File: src/rtl/control_sequencer.sv
// Fetch/decode/execute sequencer: fetches instructions at PC, strobes the opcode decoder,
// then waits for the datapath (with a watchdog) before advancing or loading the PC.
module control_sequencer #(
  parameter int unsigned PC_W    = 8,
  parameter int unsigned INSTR_W = 16,
  parameter int unsigned TIMEOUT = 64
) (
  input  logic               clk,
  input  logic               rst_n,
  input  logic               START,
  output logic               IMEM_REQ,
  output logic [PC_W-1:0]    IMEM_ADDR,
  input  logic [INSTR_W-1:0] IMEM_DATA,
  input  logic               IMEM_ACK,
  output logic [3:0]         OPCODE,
  output logic [11:0]        OPERAND,
  output logic               EN_OP,
  output logic               EN_OUT,
  input  logic               EXEC_DONE,
  input  logic               PC_LOAD,
  output logic               BUSY,
  output logic               HALTED,
  output logic               FAULT
);

  localparam int unsigned CNT_W = $clog2(TIMEOUT);
  localparam logic [CNT_W-1:0] CNT_MAX = CNT_W'(TIMEOUT - 1);

  typedef enum logic [2:0] {
    StIdle, StFetch, StDecode, StExec, StHalt, StFault
  } state_t;

  state_t             r_state, w_state_next;
  logic [PC_W-1:0]    r_pc, w_pc_next, w_pc_inc;
  logic [INSTR_W-1:0] r_ir, w_ir_next;
  logic [CNT_W-1:0]   r_cnt, w_cnt_next;

  always_ff @(posedge clk or negedge rst_n) begin
    if (!rst_n) begin
      r_state <= StIdle;
      r_pc    <= '0;
      r_ir    <= '0;
      r_cnt   <= '0;
    end else begin
      r_state <= w_state_next;
      r_pc    <= w_pc_next;
      r_ir    <= w_ir_next;
      r_cnt   <= w_cnt_next;
    end
  end

  assign w_pc_inc = r_pc + PC_W'(1);

  always_comb begin
    w_state_next = r_state;
    w_pc_next    = r_pc;
    w_ir_next    = r_ir;
    w_cnt_next   = r_cnt;
    unique case (r_state)
      StIdle: begin
        if (START) w_state_next = StFetch;
      end
      StFetch: begin
        if (IMEM_ACK) begin
          w_ir_next    = IMEM_DATA;
          w_state_next = StDecode;
        end
      end
      StDecode: begin
        w_cnt_next = '0;
        case (r_ir[15:12])
          4'h0: begin
            w_pc_next    = w_pc_inc;
            w_state_next = StFetch;
          end
          4'hF: begin
            w_pc_next    = w_pc_inc;
            w_state_next = StHalt;
          end
          4'hD, 4'hE: w_state_next = StFault;
          default:    w_state_next = StExec;
        endcase
      end
      StExec: begin
        // Completion takes priority over a watchdog expiry in the same cycle.
        if (EXEC_DONE) begin
          w_pc_next    = PC_LOAD ? r_ir[PC_W-1:0] : w_pc_inc;
          w_cnt_next   = '0;
          w_state_next = StFetch;
        end else if (r_cnt == CNT_MAX) begin
          w_state_next = StFault;
        end else begin
          w_cnt_next = r_cnt + CNT_W'(1);
        end
      end
      StHalt: begin
        if (START) w_state_next = StFetch;
      end
      StFault: w_state_next = StFault;
      default: w_state_next = StIdle;
    endcase
  end

  assign IMEM_REQ  = (r_state == StFetch);
  assign IMEM_ADDR = r_pc;
  assign OPCODE    = r_ir[15:12];
  assign OPERAND   = r_ir[11:0];
  assign EN_OP     = (r_state == StDecode);
  assign EN_OUT    = (r_state == StExec);
  assign BUSY      = (r_state == StFetch) || (r_state == StDecode) || (r_state == StExec);
  assign HALTED    = (r_state == StHalt);
  assign FAULT     = (r_state == StFault);

endmodule

File: config.mk
export PLATFORM = sky130hd
export DESIGN_NAME = control_sequencer
export DESIGN_NICKNAME = d
export VERILOG_FILES = /design/src/rtl/control_sequencer.sv
export SDC_FILE = /design/constraint.sdc
export NUM_CORES = 1
export LEC_CHECK = 0
export ABC_AREA = 0
export CORE_MARGIN = 1.5
export CORE_UTILIZATION = 47
export DETAILED_ROUTE_END_ITERATION = 10
export PLACE_DENSITY = 0.85
export RECOVER_POWER = 25
export SLEW_MARGIN = 0
export SYNTH_ARGS = -nofsm -noshare
export SYNTH_HDL_FRONTEND = slang
export SYNTH_SLANG_ARGS = --single-unit
export TNS_END_PERCENT = 1
File: constraint.sdc
create_clock -name clk -period 1.7 [get_ports clk]
set_input_delay 0.34 -clock clk [delete_from_list [all_inputs] [get_ports clk]]
set_output_delay 0.34 -clock clk [all_outputs]
set_load 0.02 [all_outputs]
==> Word level (Yosys, flattened, before mapping) <==
Cells that the tools add are included.
{ "op_classes": {"add_sub_neg": 2, "n_eq_ne": 15, "n_mux": 13, "reduce_logical": 12} }
{ "ops": {"columns": ["op", "count"], "rows": [
  ["$mux 8", 3],
  ["$pmux 8 s2", 1],
  ["$pmux 3 s5", 1],
  ["$eq 4x4->1 const B", 3],
  ["$mux 3", 4],
  ["$mux 6", 2],
  ["$pmux 6 s2", 1],
  ["$pmux 3 s3", 1],
  ["$add 8x1->8 const B", 1],
  ["$add 6x1->6 const B", 1],
  ["$eq 3x2->1 const B", 2],
  ["$eq 3x3->1 const B", 2],
  ["$eq 6x6->1 const B", 1],
  ["$ne 2x1->1 const B", 3],
  ["$reduce_and 3->1", 2],
  ["$reduce_or 2->1", 3],
  ["$logic_not 4->1", 1],
  ["$reduce_and 2->1", 2],
  ["$eq 3x1->1 const B", 1],
  ["$logic_not 3->1", 1],
  ["$ne 3x1->1 const B", 1],
  ["$ne 3x3->1 const B", 1],
  ["$logic_or 1x1->1", 2],
  ["$ne 2x2->1 const B", 1],
  ["$reduce_bool 2->1", 1]
]} }
{ "word_totals": {"regBits": 33, "inputBits": 22, "output_inout_bits": 30, "word_cells": 46} }

==> Depth between registers and ports, before layout <==
{ "logic_depth": {"word_depth": 4, "depth_mapped": 7, "depth_no_buf": 5} }

==> Worst setup path before layout <==
OpenSTA, ideal clock, no wires.
{ "synth_path": {"path_type": "register -> register", "start": "register r_ir[14]", "end": "register r_pc[0] (netlist: IMEM_ADDR[0])", "setup_ns": 0.121, "arrival_ns": 1.382, "t_required_ns": 1.579, "setup_slack_ns": 0.197, "stages_incl_launch_ff": 5, "path_buffers": 1, "synth_period_minus_slack_ns": 1.503, "cell_sequence": "dfrtp_1 > and4_1 > o311a_4 > buf_6 > a22o_1"} }
{ "synth_via": {"elab_chain_len": 4, "elab_cells_between_ends": 5, "cone_classes": "eq/ne (2); reduce/logical (3)"} }
{ "synth_rtl": {"columns": ["element", "line", "rtl"], "rows": [
  ["start: declaration", "35", "logic [INSTR_W-1:0] r_ir, w_ir_next;"],
  ["start signal: assignment", "47", "r_ir <= w_ir_next;"],
  ["$eq 4x4->1 / $logic_not 4->1 (equally long branches)", "71", "case (r_ir[15:12])"],
  ["$reduce_or 2->1 (no line) *", null, null],
  ["$ne 2x2->1 (no line) *", null, null],
  ["$reduce_and 3->1 (no line) *", null, null],
  ["end signal: assignment", "46", "r_pc <= w_pc_next;"],
  ["end: declaration", "34", "logic [PC_W-1:0] r_pc, w_pc_next, w_pc_inc;"]
]} }
Every way passes the cells marked *; elsewhere a longest branch is shown, timed or not.
A chain may end at the register's enable or synchronous reset.

==> Final worst setup path <==
{ "layout_path": {"start": "register r_state[1]", "end": "output port FAULT"} }
{ "layout_via": {"elab_chain_len": 1} }
{ "layout_rtl": {"columns": ["element", "line", "rtl"], "rows": [
  ["start: declaration", "33", "state_t r_state, w_state_next;"],
  ["start signal: assignment", "40", "r_state <= StIdle;"],
  ["start signal: assignment", "45", "r_state <= w_state_next;"],
  ["$eq 3x3->1", "112", "assign FAULT = (r_state == StFault);"],
  ["end: declaration", "23", "output logic FAULT"]
]} }
Every way passes these cells.

==> qor.yml <==
status:
  outcome: "finished clean"
logic_synthesis:
  synth_nets: 183
  synth_top_area_share_pct: 47.8
  synth_area_leaders: "dfrtp_1, mux2_2, a21oi_1"
  yosysSeqAreaShare_pct: 47.8
  synth_largest_area_cell: "dfrtp_1"
  avgSynthCellArea_sq_um: 10.9
  synth_cells: 159
  yosys.cell_types.count: 41
  ys.flop_type: "dfrtp_1"
  syn-cell-area_sq_mm: 0.00173
  ys_ff_latch: 33
  yosys_warnings: 0
  synth_most_common_cell: "dfrtp_1"
  synth-edff-count: 0
  yosys-top-cells-count: "dfrtp_1, a21oi_1, nand2_1, nor2_1, o21ai_0"
  async_flop_share_pct: 100
global_routing:
  grt_first_pass_wirelength_mm: 6.24
  first_global_vias: 1303
  grt_usage_pct: 20.0
  grt_max_degree: 34
  grt-ovfl-total: 0
  antenna_found_initial: 0
route:
  route.detailed.drc: 0
  wl_mm: 3.66
  first_iter_violations: 114
  detail_route.wl_per_cell_um: 13.6
  vias_per_cell: 5.34
  dr.pass1.iters: 4
  vias: 1432
  ant_nets: 0
final_layout:
  antenna_cells: 0
  multi_input_area_sq_um: 791
  area_growth_pct: 41.0
  drive_gt1_share_pct: 20.3
  regArea_sq_um: 828
  fill_cells: 274
  final_nets: 245
  final_cell_count_no_fill: 268
clocking:
  cts_tree: "built"
  cts_made_buffers: 5
  htreeDepth: 2
  post-cts-setup-buffers: 0
  clkTransAtPathRegs_ns: 0.07
  clockBufferDepth: 2
  root_buffer: "clkbuf_8"
  clk_latency_ns: 0.28
  cts.sinks: 33
placement:
  dp.cells: 260
  io_buffers: 51
  gp_congestion: 0.827
  place_ws_ns: -0.0266
  place.detailed.hpwl_mm: 2.66
worst_setup_path:
  crit_type: "register to output port"
  max_stage_delay_ns: 0.46
  slowest_stage: "dfrtp_2"
  worstPathRequired_ns: 1.36
  path_max_fanout: 7
  crit_arrival_ns: 1.32
  startpoint_type: "register"
  critPathCaptureType: "output port"
  crit_chain: "nand2b_4 > nor2_1 > clkdlybuf4s15_1"
sta:
  postLayoutSetupSlackWorst_ns: 0.0381
  slew_headroom_pct: 47.8
  rsz0062_at_grt: "no"
  hold_violations: 0
  worstMarginPinSlew_ns: 0.783
  drv_slew: 0
  fin_skew_ns: 0.00131
  timing.final.crit_share_pct: 97.8
  fin_crit_ns: 1.66
  max_freq_mhz: 602
  setup_tns_ns: 0
  setup_viol: 0
floorplan:
  rows: 21
  dieArea_sq_mm: 0.00405
  initial_core_util_pct: 50.2
  die-width_um: 63.6
  die_h_um: 63.6
  coreArea_sq_mm: 0.00344
  pin_count: 52
power_and_ir_drop:
  clkPwrFrac_pct: 15.9
  p_seq_share_pct: 31.6
  p_comb_share_pct: 52.4
  power.leakage_nw: 1.10
  p_sw_mw: 1.89
  vdd_drop_max_mv: 1.17
  p_sw_share_pct: 39.5
  power_density_mw_per_mm2: 1960
  internal_power_mw: 2.88
worst_hold_path:
  hold_path.class: "register to register"
run:
  drv_cap: 0
[final timing paths]
path / from / to / slack, ns / cells after the start
min in group asynchronous: rst_n / r_cnt[5]$_DFFE_PN0P_ / 0.67 / 2
hold reg to reg: r_cnt[1]$_DFFE_PN0P_ / r_cnt[1]$_DFFE_PN0P_ / 0.51 / 2
setup reg to reg: r_state[0]$_DFFE_PN0P_ / IMEM_ADDR[5]$_DFFE_PN0P_ / 0.16 / 5
max in group asynchronous: rst_n / r_state[0]$_DFFE_PN0P_ / 0.49 / 2
hold / removal: r_cnt[1]$_DFFE_PN0P_ / r_cnt[1]$_DFFE_PN0P_ / 0.51 / 2
setup / recovery: r_state[1]$_DFFE_PN0P_ / FAULT / 0.04 / 3
[metal layers]
layer | vias to the layer above | wire (um) | global-route usage [%]
li1 | 708 | - | -
met5 | - | 0 | 0
met4 | 0 | 46 | 7.34
met3 | 5 | 228 | 5.36
met2 | 47 | 1670 | 29.7
met1 | 672 | 1710 | 27.8
[power by group through the flow]
| stage | registers [mW] | logic (mW) | clock network (mW) |
|---|---|---|---|
| detailed placement | 1.51 | 2.59 | 0 |
| CTS | 1.51 | 2.53 | 0.773 |
| finish | 1.51 | 2.50 | 0.760 |
| global route | 1.57 | 2.69 | 0.819 |
| global placement | 1.50 | 2.55 | 0 |
| floorplan | 1.78 | 1.26 | 0 |
[cell usage in the layout, fill, tap and decap left out, drive strengths merged, types with 2 or more instances in the layout]
cell           netlist  routed
a21o                 2       2
a21oi               19      19
a22o                 2       2
and3                 2       2
buf                  7      10
clkbuf               0       9
clkdlybuf4s15        0       3
clkdlybuf4s50        0      35
dfrtp               33      33
dlygate4sd2          0       6
dlymetal6s2s         0       5
ha                   2       2
inv                  7       7
mux2                14      14
nand2               12      12
nand2b               5       5
nand3                5       5
nand3b               2       2
nor2                13      13
o21ai               12      12
o22ai                4       4
o31ai                2       2
[through the flow]
step	total power [mW]	cell area, sq um	utilization, %	hold WS (ns)
CTS	4.81	2420	70.4	0.477
global route	5.08	2430	70.7	0.547
finish	4.77	2430	70.7	0.508
floorplan	3.05	1730	-	0.0444
detailed placement	4.10	2320	67.4	0.500
global placement	4.05	2320	67.4	0.488
[state kept, by name, summed over array words and instances (netlist names)]
signal and count:
IMEM_ADDR 8, r_ir 16, r_cnt 6, r_state 3
[area by class of cell]
cell class / instances / area share [%]
clock inverters: 1 / 1.23
inverters: 7 / 1.08
repair buffers: 62 / 25.3
clock buffers: 7 / 3.55
well taps: 46 / 2.36
flip-flops and latches: 33 / 34.0
multi-input cells: 112 / 32.5
[kinds of logic after synthesis]
group | after synthesis | share of synthesized area [%]
multiplexers | 15 | 10.8
flip-flops | 33 | 47.8
buffers and inverters | 14 | 6.38
AO/OA/AOI/OAI | 47 | 17.4
adder cells (fa/ha/maj) | 2 | 1.45
AND/OR/NAND/NOR | 48 | 16.2
[worst max-delay path: cells and delay by family (launching register included)]
| family | cells | cell delay, ns |
|---|---|---|
| flops | 1 | 0.46 |
| buf+inv | 1 | 0.32 |
| simple gates | 2 | 0.27 |
[timing repair]
action                     4_1_cts  5_1_grt
setup endpoints to repair       10        9
hold buffers                     0        0
resized for setup               12       10
pin swaps                        0        0
No activity file was read; power rests on OpenSTA's default activity.
